**config.mk**
```make
export PLATFORM = sky130hd
export DESIGN_NAME = time_fifo_tx_flat
export DESIGN_NICKNAME = d
export VERILOG_FILES = /design/src/rtl/time_fifo_tx_if.sv /design/src/rtl/time_fifo_tx.sv /design/src/flat_wrapper.sv
export SDC_FILE = /design/constraint.sdc
export NUM_CORES = 1
export LEC_CHECK = 0
export CAP_MARGIN = 25
export CELL_PAD_IN_SITES_DETAIL_PLACEMENT = 1
export CELL_PAD_IN_SITES_GLOBAL_PLACEMENT = 1
export CORE_MARGIN = 8
export CORE_UTILIZATION = 40
export DETAILED_ROUTE_END_ITERATION = 10
export HOLD_SLACK_MARGIN = 0.1
export PLACE_DENSITY_LB_ADDON = 0.1
export SYNTH_ARGS = -nofsm -noshare
export SYNTH_HDL_FRONTEND = slang
export SYNTH_SLANG_ARGS = --single-unit
```
**constraint.sdc**
```tcl
create_clock -name clk -period 13 [get_ports clk]
set_input_delay 1.3 -clock clk [delete_from_list [all_inputs] [get_ports clk]]
set_output_delay 1.3 -clock clk [all_outputs]
set_load 0.02 [all_outputs]
```
**src/rtl/time_fifo_tx_if.sv**
```systemverilog
// Output stream of the profiling transmitter: one counter word per handshake,
// tagged with its word index and the unit id.
interface time_fifo_tx_if #(
  parameter int CNT_WIDTH = 32
);
  logic [CNT_WIDTH-1:0] out_data;
  logic [1:0]           out_sel;
  logic [7:0]           out_id;
  logic                 out_valid;
  logic                 out_ready;

  modport master (
    output out_data, out_sel, out_id, out_valid,
    input  out_ready
  );

  modport slave (
    input  out_data, out_sel, out_id, out_valid,
    output out_ready
  );
endinterface

```
**src/rtl/time_fifo_tx.sv**
```systemverilog
// Profiling transmitter: counts cycles per monitored state and, on dump,
// snapshots the counters and streams idle/calc/done/total words.
module time_fifo_tx #(
  parameter int       CNT_WIDTH     = 32,
  parameter bit       CLEAR_ON_DUMP = 1'b0,
  parameter bit [7:0] UNIT_ID       = 8'd0
) (
  input  logic                 clk,
  input  logic                 rst,
  input  logic [1:0]           state,
  input  logic                 dump,
  output logic                 busy,
  time_fifo_tx_if.master       tx
);

  localparam logic [CNT_WIDTH-1:0] CNT_MAX = {CNT_WIDTH{1'b1}};

  typedef enum logic {
    S_IDLE,
    S_SEND
  } fsm_e;

  fsm_e                 fsm_q, fsm_d;
  logic [CNT_WIDTH-1:0] cnt_q    [4];
  logic [CNT_WIDTH-1:0] cnt_next [4];
  logic [CNT_WIDTH-1:0] snap_q   [4];
  logic [1:0]           sel_q;
  logic [3:0]           inc;
  logic                 take;
  logic                 accept;
  logic                 send;

  // Index 3 is the total, which advances every cycle regardless of state.
  always_comb begin
    inc[0] = (state == 2'd0);
    inc[1] = (state == 2'd1);
    inc[2] = (state == 2'd2);
    inc[3] = 1'b1;
    for (int i = 0; i < 4; i++) begin
      cnt_next[i] = (cnt_q[i] == CNT_MAX) ? cnt_q[i]
                                          : cnt_q[i] + CNT_WIDTH'(inc[i]);
    end
  end

  // NOTE: every output of a combinational block gets a default first, so no
  // path leaves it unassigned and no latch is inferred.
  always_comb begin
    fsm_d  = fsm_q;
    take   = 1'b0;
    accept = 1'b0;
    send   = 1'b0;
    unique case (fsm_q)
      S_IDLE: begin
        if (dump) begin
          take  = 1'b1;
          fsm_d = S_SEND;
        end
      end
      S_SEND: begin
        send = 1'b1;
        if (tx.out_ready) begin
          accept = 1'b1;
          if (sel_q == 2'd3) fsm_d = S_IDLE;
        end
      end
      default: fsm_d = S_IDLE;
    endcase
  end

  // NOTE: sequential state uses non-blocking assignments so every register
  // samples the values from before the edge, independent of block order.
  always_ff @(posedge clk) begin
    if (rst) fsm_q <= S_IDLE;
    else     fsm_q <= fsm_d;
  end

  // Snapshot takes the pre-increment counter values, so the four words are a
  // consistent set even when the counters are cleared on the same edge.
  // NOTE: the snapshot is four flops, not a RAM, so it can and does take the
  // reset; that also pins out_data to zero while idle after reset.
  always_ff @(posedge clk) begin
    if (rst) begin
      for (int i = 0; i < 4; i++) begin
        cnt_q[i]  <= '0;
        snap_q[i] <= '0;
      end
    end else begin
      for (int i = 0; i < 4; i++) begin
        if (take && CLEAR_ON_DUMP) cnt_q[i] <= CNT_WIDTH'(inc[i]);
        else                       cnt_q[i] <= cnt_next[i];
        if (take) snap_q[i] <= cnt_q[i];
      end
    end
  end

  // Word index wraps 3 -> 0 on the final handshake, ready for the next frame.
  always_ff @(posedge clk) begin
    if (rst)         sel_q <= 2'd0;
    else if (accept) sel_q <= sel_q + 2'd1;
  end

  assign tx.out_data  = snap_q[sel_q];
  assign tx.out_sel   = sel_q;
  assign tx.out_id    = UNIT_ID;
  assign tx.out_valid = send;
  assign busy         = send;

endmodule

```
**src/flat_wrapper.sv**
```systemverilog
// flat-port wrapper written by rule: the top's interface ports become plain ports
module time_fifo_tx_flat 
#(
  parameter int       CNT_WIDTH     = 32,
  parameter bit       CLEAR_ON_DUMP = 1'b0,
  parameter bit [7:0] UNIT_ID       = 8'd0
)
  (clk, rst, state, dump, busy, tx_out_data, tx_out_sel, tx_out_id, tx_out_valid, tx_out_ready);
  time_fifo_tx_if #(.CNT_WIDTH(CNT_WIDTH)) tx_i ();
  input  logic clk;
  input  logic rst;
  input  logic [1:0] state;
  input  logic dump;
  output logic busy;
  output wire logic [$bits(tx_i.out_data)-1:0] tx_out_data;
  output wire logic [$bits(tx_i.out_sel)-1:0] tx_out_sel;
  output wire logic [$bits(tx_i.out_id)-1:0] tx_out_id;
  output wire logic [$bits(tx_i.out_valid)-1:0] tx_out_valid;
  input wire logic [$bits(tx_i.out_ready)-1:0] tx_out_ready;
  assign tx_out_data = tx_i.out_data;
  assign tx_out_sel = tx_i.out_sel;
  assign tx_out_id = tx_i.out_id;
  assign tx_out_valid = tx_i.out_valid;
  assign tx_i.out_ready = tx_out_ready;
  time_fifo_tx #(.CNT_WIDTH(CNT_WIDTH), .CLEAR_ON_DUMP(CLEAR_ON_DUMP), .UNIT_ID(UNIT_ID)) u_core (.clk(clk), .rst(rst), .state(state), .dump(dump), .busy(busy), .tx(tx_i));
endmodule
```
== Word level (Yosys, flattened, before mapping) ==
Memory sizes are Yosys's and may differ from the RTL's. A register that Yosys moved wholly into a read port is not among the register bits.
Cells that the tools add are included.

* Register bits: 3
* Memories kept: 2
* Logic and storage cells: 54
* Input bits: 6
* RAM bits: 256
* Output and inout bits: 44

{| class="wikitable"
|+ Memory list
! name !! words !! bits a word !! rd ports !! clocked after Yosys merged registers in !! wr ports !! line !! source
|-
| u_core.cnt_q || 4 || 32 || 4 || 0 || 4 || time_fifo_tx.sv:24 || <nowiki>logic [CNT_WIDTH-1:0] cnt_q [4];</nowiki>
|-
| u_core.snap_q || 4 || 32 || 1 || 1 || 4 || time_fifo_tx.sv:26 || <nowiki>logic [CNT_WIDTH-1:0] snap_q [4];</nowiki>
|}

* Add/sub/neg operators: 5
* Bitwise operators: 9
* Muxes and demuxes: 28
* Equality and inequality tests: 7
* Reduce and logical (&&, ||, !) cells: 1

{| class="wikitable"
|+ Operators by type and width
! operator !! number
|-
| $mux 32 || 12
|-
| $eq 32x32->1 const B || 4
|-
| $add 32x1->32 || 3
|-
| $add 32x1->32 const B || 1
|-
| $mux 1 || 13
|-
| $or 1x1->1 || 8
|-
| $eq 2x2->1 const B || 2
|-
| $mux 2 || 2
|-
| $add 2x1->2 const B || 1
|-
| $eq 2x1->1 const B || 1
|-
| $logic_not 2->1 || 1
|-
| $pmux 1 s2 || 1
|-
| $not 1->1 || 1
|}

== Depth between registers and ports, before layout ==
Gate-level depths: netlist of the first run.

* Depth in word-level cells: 6
* Depth in mapped cells: 9
* Gate-level depth less buffers: 8

== Least setup slack after synthesis of the first run ==
Ideal clock, no wire load.

* Kind: input -> register
* From: input rst
* To: memory u_core.snap_q[0][0] (enable)
* Library setup time: 0.492 ns
* Slack: 7.730 ns
* Arrival time: 4.779 ns
* Cell stages on the path: 5
* Path buffers: 3
* Required time: 12.508 ns
* Cells stage by stage: clkbuf_1 clkbuf_1 inv_1 clkbuf_1 nand2_1

{| class="wikitable"
|+ RTL lines
! what !! line !! source
|-
| start, declared || flat_wrapper.sv:11 || <nowiki>input logic rst;</nowiki>
|-
| end, declared || time_fifo_tx.sv:26 ||
|}

==> results of run 1 <==
==> stage by stage <==
stage                     utilization, %  cells  cell area, um2  worst slack, ps  power, mW
after floorplan                        -   1151           12210             7730     0.9794
after global placement             42.61   1524           12900             8776      1.021
after detailed placement           42.61   1524           12900             8702      1.023
after CTS                          45.88   1580           13890             8922      1.885
after global routing               46.06   1583           13940             8857      1.926
final                              46.06   1583           13940             9012      1.863
==> kinds of logic after synthesis <==
logic type      Yosys count  synth area share [%]
xor+xnor                 21                 1.509
buf+inv                  94                 3.306
flops                   261                 53.39
simple gates            516                 24.11
fa+ha+maj                 9                0.9241
compound gates          195                 9.447
other cells               1               0.03077
mux                      47                 7.280
==> worst max-delay path: cells and delay by family (launching register included) <==
family / cells / cell delay [ps]
muxes: 1 / 650
buffers and inverters: 2 / 1170
DFF: 1 / 310
==> metal layers <==
layer,wire length [um],GRT usage [%],up-vias
li1,-,-,4324
met5,0,0,-
met3,1365,2.707,44
met4,734,5.489,0
met1,16490,26.76,4676
met2,16780,31.08,140
==> registers in the layout (all words and copies together), names as in the netlist, named ones only <==
name	cells
u_core.cnt_q	128
u_core.fsm_q	1
u_core.snap_q	128
u_core.tx.out_sel	2
==> path summary, 6_finish.rpt <==
| check | endpoint | from | slack [ps] |
|---|---|---|---|
| setup reg to reg | u_core.cnt_q[0][16] | u_core.cnt_q[0][24] | 9930 |
| setup / recovery | tx_out_data[1] | flip-flop | 9010 |
| hold reg to reg | u_core.cnt_q[2][20] | u_core.cnt_q[2][20] | 500 |
| hold / removal | u_core.cnt_q[2][20] | u_core.cnt_q[2][20] | 500 |
==> report_power, final <==
| group | total, mW | leakage (nW) | switching (mW) | internal, mW |
|---|---|---|---|---|
| Sequential | 0.901 | 2.47 | 0.0124 | 0.888 |
| Clock | 0.859 | 0.484 | 0.337 | 0.522 |
| Combinational | 0.104 | 1.60 | 0.0640 | 0.0396 |
==> cells in the mapped netlist, drive strengths merged, types with 4 or more instances <==
library cell and n:
a2111oi 6, a21oi 83, and2 122, and3 11
and4 15, buf 28, clkbuf 47, dfxtp 133
edfxtp 128, ha 9, inv 19, mux2 13
mux4 32, nand2 66, nand3 40, nand4 47
nor2 62, nor2b 15, nor3 24, nor4 18
o21ai 54, o311ai 4, o31ai 24, o41ai 5
or2 4, or3 53, or4 33, xnor2 17
xor2 4
==> cell usage in the layout (no fill, tap or decap), types with 4 or more instances in the layout <==
master             n
or4_1             33
clkbuf_1          13
clkinv_2           5
edfxtp_1         128
o31ai_1           23
nor4_1            16
and3_1            11
clkdlybuf4s50_1   40
xor2_1             4
bufinv_16          4
mux2_2            12
and2_1           120
nand4_1           46
xnor2_1           17
nor3_1            23
mux4_2            32
o41ai_1            5
a2111oi_0          6
o21ai_0           54
dfxtp_1          131
nor2b_1           15
conb_1             8
nor2_1            61
nand3_1           40
or3_1             53
inv_1             19
a21oi_1           83
clkbuf_16         31
nand2_1           65
and4_1            15
ha_1               9
buf_4             13
==> layout make-up <==
type	instances	area, um2	share of cell area (%)
inverter	19	71.32	0.5115
tap	396	495.5	3.553
multi-input combinational	796	5331	38.24
clock buffer	45	838.3	6.012
timing repair buffer	55	545.5	3.912
clock inverter	11	152.6	1.095
sequential	261	6509	46.68
==> results.ini, run 1 <==
[global_route]
grt_start_max_net_pins = 83
grt_pass1_wl_um = 54860
antenna_found_initial = 0
grt_pass1_vias = 9006
overflow = 0
grt_usage_pct = 19.29

[sta]
finalSetupViolCount = 0
worst_pin_slew_ps = 1082
fmaxAchievable_ghz = 0.2507
finalHoldViolations = 0
rsz0062_at_grt = no
timing.final.crit_share_pct = 30.68
finClkSkew_ps = 10.49
max_slew_margin_pct = 27.30
slew_violations = 0
hold_ws_ps = 496.1
final.setup.tns_ps = 0
min_period_ps = 3989

[critical_path]
worstPathArrival_ps = 2690
worstPathRequired_ps = 11700
worstPathMaxFanout = 32
r2r_cells = 6
crit_path_cell_trace = buf_4 > mux4_2 > clkdlybuf4s50_1
critPathMaxStageDelay_ps = 650
start_kind = flip-flop
path_class = flip-flop to primary output
end_kind = primary output
cp_slowest_cell = mux4_2

[route]
wirelength_um = 35360
vias = 9184
dr.pass1.iters = 4
antenna_left = 0
drtIter0Drc = 530
drc_errors = 0
vias_per_cell = 5.802
post_drt_wl_per_cell_um = 22.34

[synthesis]
synth-edff-count = 128
netlist_top_cells_area = edfxtp_1 (32%), dfxtp_1 (22%), and2_1 (6.2%)
synth_seq_cells = 261
syn_area_um2 = 12190
yosysTopAreaCell = edfxtp_1
synth_top_area_share_pct = 31.54
seq_area_frac_synth_pct = 53.39
synthArstFlopShare_pct = 0
syn_avg_cell_area_um2 = 10.65
synth_cell_types = 56
syn_inst = 1144
synthFlopType = dfxtp_1
synth_warnings = 0

[floorplan]
initial_utilization_pct = 40.26
chipWidth_um = 190.5
die_y_um = 190.5
rows = 64
ioPinCount = 50
die_area_um2 = 36310
core_um2 = 30270

[min_path]
hold_depth = 1
hold_path_class = flip-flop to flip-flop

[placement]
gp_congestion = 0.8162
dp.final_hpwl_um = 23960
io_buffers = 41

[cts]
cts_tree = yes
cts_buffer_depth = 3
post_cts.repair.setup_buffers = 0
cts-buffers-inserted = 31
clock-sinks = 261
h-tree-depth = 1
ctsResizeCount = 0
root_buffer = clkbuf_16
cts_hold_buf = 0
clock_latency_ps = 550
clk_transition_reported_paths_ps = 60

[finish]
fillers = 3311
nets = 1179
area_delta_synth_final_pct = 14.43
antennaDiodeCount = 0
layout-drive-gt1-share_pct = 9.688

[run]
cap_violations = 0

[pwr]
vdd_drop_max_uv = 91.10
power.density_nw_per_um2 = 133.6
power.static_leakage_nw = 4.547

[status]
status = complete, no violations

No activity file was read; power rests on OpenSTA's default activity.
==> run 2, diff against run 1 <==
clock period = 3.8 ns   (was 13 ns; I/O delays follow)
==> run 2 against run 1 <==
  * Via count shrank 0.42%
  * Core utilization grew 0.21 points
  * Sequential cell count is the same
  * Sequential power grew to 3.4 times the previous value
  * Critical endpoint is now tx_out_data[20]
  * Highest routed layer unchanged
==> results.ini, run 2 (synthesis results as in run 1) <==
[floorplan]
ioPinCount = 50  ; unchanged
rows = 64  ; unchanged
chipWidth_um = 190.5  ; unchanged
core_um2 = 30270  ; unchanged
die_area_um2 = 36310  ; unchanged
die_y_um = 190.5  ; unchanged
initial_utilization_pct = 40.26  ; unchanged

[finish]
layout-drive-gt1-share_pct = 10.78  ; was 9.688%
area_delta_synth_final_pct = 14.95  ; was 14.43%
final_common_cell = dfxtp_1  ; unchanged
antennaDiodeCount = 0  ; unchanged
fillers = 3271  ; was 3311
final_cell_area_um2 = 14010  ; was 13940 um2
register_area_um2 = 6509  ; unchanged
multi_input_area_um2 = 5340  ; was 5331 um2
final_cell_mix = dfxtp_1 (131), edfxtp_1 (128), and2_1 (120)  ; unchanged
nets = 1188  ; was 1179

[critical_path]
worstPathRequired_ps = 3420  ; was 11700 ps
r2r_cells = 5  ; was 6
end_kind = primary output  ; unchanged
reg2reg_to = u_core.cnt_q[1][28]  ; was u_core.cnt_q[0][16]
path_class = flip-flop to primary output  ; unchanged
reg2reg_slack_ps = 1070  ; was 9930 ps
worstPathMaxFanout = 20  ; was 32
r2r-start = u_core.cnt_q[1][11]  ; was u_core.cnt_q[0][24]
start_kind = flip-flop  ; unchanged
setup.worst_path.end = tx_out_data[20]  ; was tx_out_data[1]
worstPathArrival_ps = 2720  ; was 2690 ps

[sta]
fmaxAchievable_ghz = 0.3229
finalHoldViolations = 0  ; unchanged
final.setup.tns_ps = 0  ; unchanged
finClkSkew_ps = 25.43  ; was 10.49 ps
max_slew_margin_pct = 42.19  ; was 27.30%
timing.final.crit_share_pct = 81.50
finalSetupViolCount = 0  ; unchanged
slew_violations = 0  ; unchanged
worst_pin_slew_ps = 853.7  ; was 1082 ps
rsz0062_at_grt = no  ; unchanged
min_period_ps = 3097

[pwr]
power.density_nw_per_um2 = 449.9  ; was 133.6 nW/um2
p_clk_share_pct = 45.5  ; was 46.1%
power_switching_mw = 1.428  ; was 413.0 uW
power.static_leakage_nw = 4.590  ; was 4.547 nW
sw_frac_of_total_pct = 22.67  ; was 22.17%
vdd_drop_max_uv = 326.4  ; was 91.10 uV
p_int_mw = 4.873  ; was 1.450 mW
p_comb_share_pct = 5.6  ; about the same
p_seq_share_pct = 48.9  ; was 48.3%

[cts]
cts-buffers-inserted = 30  ; was 31
cts_buffer_depth = 3  ; unchanged
clock_latency_ps = 560  ; was 550 ps
ctsResizeCount = 0  ; unchanged
h-tree-depth = 1  ; unchanged
clock-sinks = 261  ; unchanged
post_cts.repair.setup_buffers = 0  ; unchanged
clk_transition_reported_paths_ps = 60  ; about the same
cts_hold_buf = 0  ; unchanged
root_buffer = clkbuf_16  ; unchanged
cts_tree = yes  ; unchanged

[route]
drtIter0Drc = 626  ; was 530
post_drt_wl_per_cell_um = 21.79  ; was 22.34 um
dr.pass1.iters = 5  ; was 4
drc_errors = 0  ; unchanged
wirelength_um = 34710  ; was 35360 um
vias = 9145  ; was 9184
vias_per_cell = 5.741  ; was 5.802
antenna_left = 0  ; unchanged

[placement]
dp.final_hpwl_um = 24180  ; was 23960 um
postPlaceCellArea_um2 = 13030  ; was 12900 um2
gp_congestion = 0.7974  ; was 0.8162
io_buffers = 41  ; unchanged

[global_route]
antenna_found_initial = 0  ; unchanged
grt_usage_pct = 18.90  ; was 19.29%
grt_pass1_vias = 9307  ; was 9006
overflow = 0  ; unchanged
grt_pass1_wl_um = 54190  ; was 54860 um
grt_start_max_net_pins = 76  ; was 83

[status]
status = complete, no violations  ; unchanged

[min_path]
hold_path_class = input pin to flip-flop  ; was flip-flop to flip-flop

[run]
cap_violations = 0  ; unchanged

[run 2: worst max-delay path: stages (launching register included)]
cell,delay [ps]
dfxtp_2,710
buf_12,290
mux4_2,570
clkdlybuf4s50_1,560
[run 2: cell type report]
cell class,instances,share of cell area [%]
Timing Repair Buffer,65,4.377
Inverter,19,0.5092
Clock inverter,15,0.8933
Sequential cell,261,46.47
Clock buffer,41,6.092
Multi-Input combinational cell,796,38.12
Tap cell,396,3.537
[run 2: per-layer routing]
| metal | share of wire [%] | global-route usage, % | vias to the layer above |
|---|---|---|---|
| met5 | 0 | 0 | - |
| met4 | 2.9 | 5.907 | 0 |
| met3 | 3.6 | 2.359 | 57 |
| met2 | 47 | 31.21 | 126 |
| met1 | 46 | 25.54 | 4614 |
| li1 | - | - | 4348 |
[run 2: power by group through the flow]
| stage | clock (mW) | combinational, mW | sequential (mW) |
|---|---|---|---|
| global route | 3.03 | 0.378 | 3.09 |
| global placement | 0 | 0.356 | 3.14 |
| CTS | 2.94 | 0.361 | 3.09 |
| detailed placement | 0 | 0.359 | 3.15 |
| finish | 2.87 | 0.351 | 3.08 |
| floorplan | 0 | 0.223 | 3.12 |
[run 2: how the worst min path moves through the flow]
stage	startpoint	end	cells past startpoint
CTS	rst	u_core.cnt_q[0][14]	2
floorplan	u_core.cnt_q[2][20]	u_core.cnt_q[2][20]	1
global placement	u_core.cnt_q[1][18]	u_core.cnt_q[1][18]	1
global route	rst	u_core.cnt_q[0][14]	2
detailed placement	u_core.cnt_q[2][20]	u_core.cnt_q[2][20]	1
finish	rst	u_core.cnt_q[0][14]	2
[run 2: stage by stage]
step	hold slack (ps)	worst slack, ps	std cells	total power, mW	utilization (%)
2_1_floorplan	453.9	642.2	1151	3.345	-
3_3_place_gp	477.6	809.2	1537	3.499	43.04
3_5_place_dp	485.9	723.1	1537	3.504	43.04
4_1_cts	160.3	599.8	1593	6.387	46.28
5_1_grt	205.7	557.7	1593	6.505	46.28
6_report	171.5	702.9	1593	6.301	46.28
==> run 3, diff against run 2 <==
clock period = 3.25 ns   (was 3.8 ns; I/O delays follow)
==> run 3 against run 2 <==
  * Worst hold slack worse by 17 ps
  * Highest routed layer unchanged
  * Combinational power rose by 19%
  * First-iteration DRC count down 14%
  * Routed wire length grew 0.53%
==> results.ini, run 3 (synthesis results as in run 1) <==
[status]
status = complete, no violations  ; unchanged

[sta]
final.setup.tns_ps = 0  ; unchanged
finClkSkew_ps = 5.530  ; was 25.43 ps
timing.final.crit_share_pct = 91.29
finalHoldViolations = 0  ; unchanged
min_period_ps = 2967
rsz0062_at_grt = no  ; unchanged
max_slew_margin_pct = 36.90  ; was 42.19%
fmaxAchievable_ghz = 0.3371
slew_violations = 0  ; unchanged
finalSetupViolCount = 0  ; unchanged
worst_pin_slew_ps = 931.7  ; was 853.7 ps

[floorplan]
rows = 64  ; unchanged
die_area_um2 = 36310  ; unchanged
die_y_um = 190.5  ; unchanged
core_um2 = 30270  ; unchanged
ioPinCount = 50  ; unchanged
initial_utilization_pct = 40.26  ; unchanged
chipWidth_um = 190.5  ; unchanged

[placement]
dp.final_hpwl_um = 24410  ; was 24180 um
gp_congestion = 0.7747  ; was 0.7974
io_buffers = 41  ; unchanged
place_inst = 1545  ; was 1537

[critical_path]
reg2reg_slack_ps = 520  ; was 1070 ps
r2r_cells = 5  ; unchanged
worstPathRequired_ps = 2920  ; was 3420 ps
end_kind = primary output  ; unchanged
reg2reg_to = u_core.cnt_q[1][31]  ; was u_core.cnt_q[1][28]
path_class = flip-flop to primary output  ; unchanged
worstPathMaxFanout = 12  ; was 20
worstPathArrival_ps = 2640  ; was 2720 ps
start_kind = flip-flop  ; unchanged
r2r-start = u_core.cnt_q[1][11]  ; unchanged

[global_route]
grt_pass1_wl_um = 54590  ; was 54190 um
grt_usage_pct = 19.14  ; was 18.90%
antenna_found_initial = 1  ; was 0
grt_pass1_vias = 9293  ; was 9307
overflow = 0  ; unchanged
grt_start_max_net_pins = 136  ; was 76

[finish]
fin_cells = 1602  ; was 1593
area_delta_synth_final_pct = 16.01  ; was 14.95%
nets = 1197  ; was 1188
final_common_cell = dfxtp_1  ; unchanged
final_cell_mix = dfxtp_1 (131), edfxtp_1 (128), and2_1 (120)  ; unchanged
layout-drive-gt1-share_pct = 11.28  ; was 10.78%
antennaDiodeCount = 0  ; unchanged

[cts]
post_cts.repair.setup_buffers = 0  ; unchanged
cts-buffers-inserted = 31  ; was 30
ctsResizeCount = 0  ; unchanged
clk_transition_reported_paths_ps = 60  ; about the same
cts_hold_buf = 0  ; unchanged
clock-sinks = 261  ; unchanged
cts_buffer_depth = 3  ; unchanged
cts_tree = yes  ; unchanged
clock_latency_ps = 540  ; was 560 ps
root_buffer = clkbuf_16  ; unchanged
h-tree-depth = 1  ; unchanged

[min_path]
hold_path_end = u_core.cnt_q[0][4]  ; was u_core.cnt_q[0][14]
min-delay-start = rst  ; unchanged
hold_depth = 2  ; unchanged
hold_path_class = input pin to flip-flop  ; unchanged

[run]
cap_violations = 0  ; unchanged

[route]
drc_errors = 0  ; unchanged
antenna_left = 0  ; unchanged
vias_per_cell = 5.710  ; was 5.741
dr.pass1.iters = 4  ; was 5
drtIter0Drc = 537  ; was 626
post_drt_wl_per_cell_um = 21.78  ; was 21.79 um
vias = 9147  ; was 9145
wirelength_um = 34900  ; was 34710 um

[pwr]
vdd_drop_max_uv = 336.9  ; was 326.4 uV
power.static_leakage_nw = 4.656  ; was 4.590 nW
power.density_nw_per_um2 = 528.7  ; was 449.9 nW/um2

## run 3: cell count changes in the layout (fill, tap and decap cells not counted), sizes merged
cell    previous run  this run
buf               25        33
inv               20        19
bufinv             2         4
## run 3: worst max path at each step
stage                                endpoint  slack (ps)  cells after the start
after floorplan           u_core.snap_q[0][0]         150                      5
after global placement    u_core.cnt_q[2][22]         320                      9
after detailed placement  u_core.cnt_q[2][22]         280                      9
after CTS                     tx_out_data[10]         190                      3
after global routing           tx_out_data[7]         110                      3
final                          tx_out_data[4]         280                      3
## run 3: worst max-delay path: stages, from the launching register on
cell and delay (ps):
dfxtp_2 670, buf_4 340, mux4_2 540, clkdlybuf4s50_1 550
## run 3: final cells by class
| class | count | area (um2) |
|---|---|---|
| clock buffer | 41 | 833.3 |
| clock inverter | 16 | 176.4 |
| fill | 3265 | 16130 |
| inverter | 19 | 71.32 |
| multi-input combinational | 796 | 5340 |
| sequential | 261 | 6509 |
| tap | 396 | 495.5 |
| timing repair buffer | 73 | 710.7 |
## run 3: metal layers
metal / share of wire [%] / vias up / GRT usage [%]
met5: 0 / - / 0
met1: 46 / 4624 / 26.07
met4: 2.4 / 0 / 5.310
met2: 48 / 131 / 31.77
met3: 3.3 / 38 / 2.286
li1: - / 4354 / -
## run 3: power by group
| group | internal, mW | leakage [nW] | switching, mW | total (mW) |
|---|---|---|---|---|
| Clock | 2.10 | 0.494 | 1.34 | 3.45 |
| Sequential | 3.55 | 2.47 | 0.0559 | 3.61 |
| Combinational | 0.170 | 1.69 | 0.249 | 0.419 |
| Total | 5.82 | 4.66 | 1.65 | 7.47 |
## run 3: stage by stage
| stage | power (mW) | setup WS [ps] | hold slack, ps | utilization [%] | area, um2 |
|---|---|---|---|---|---|
| after floorplan | 3.911 | 147.2 | 453.9 | - | 12210 |
| after global routing | 7.740 | 111.6 | 136.9 | 46.70 | 14140 |
| final | 7.474 | 283.2 | 154.8 | 46.70 | 14140 |
| after detailed placement | 4.108 | 279.9 | 484.5 | 43.37 | 13130 |
| after CTS | 7.562 | 192.2 | 129.4 | 46.70 | 14140 |
| after global placement | 4.102 | 321.9 | 480.9 | 43.37 | 13130 |
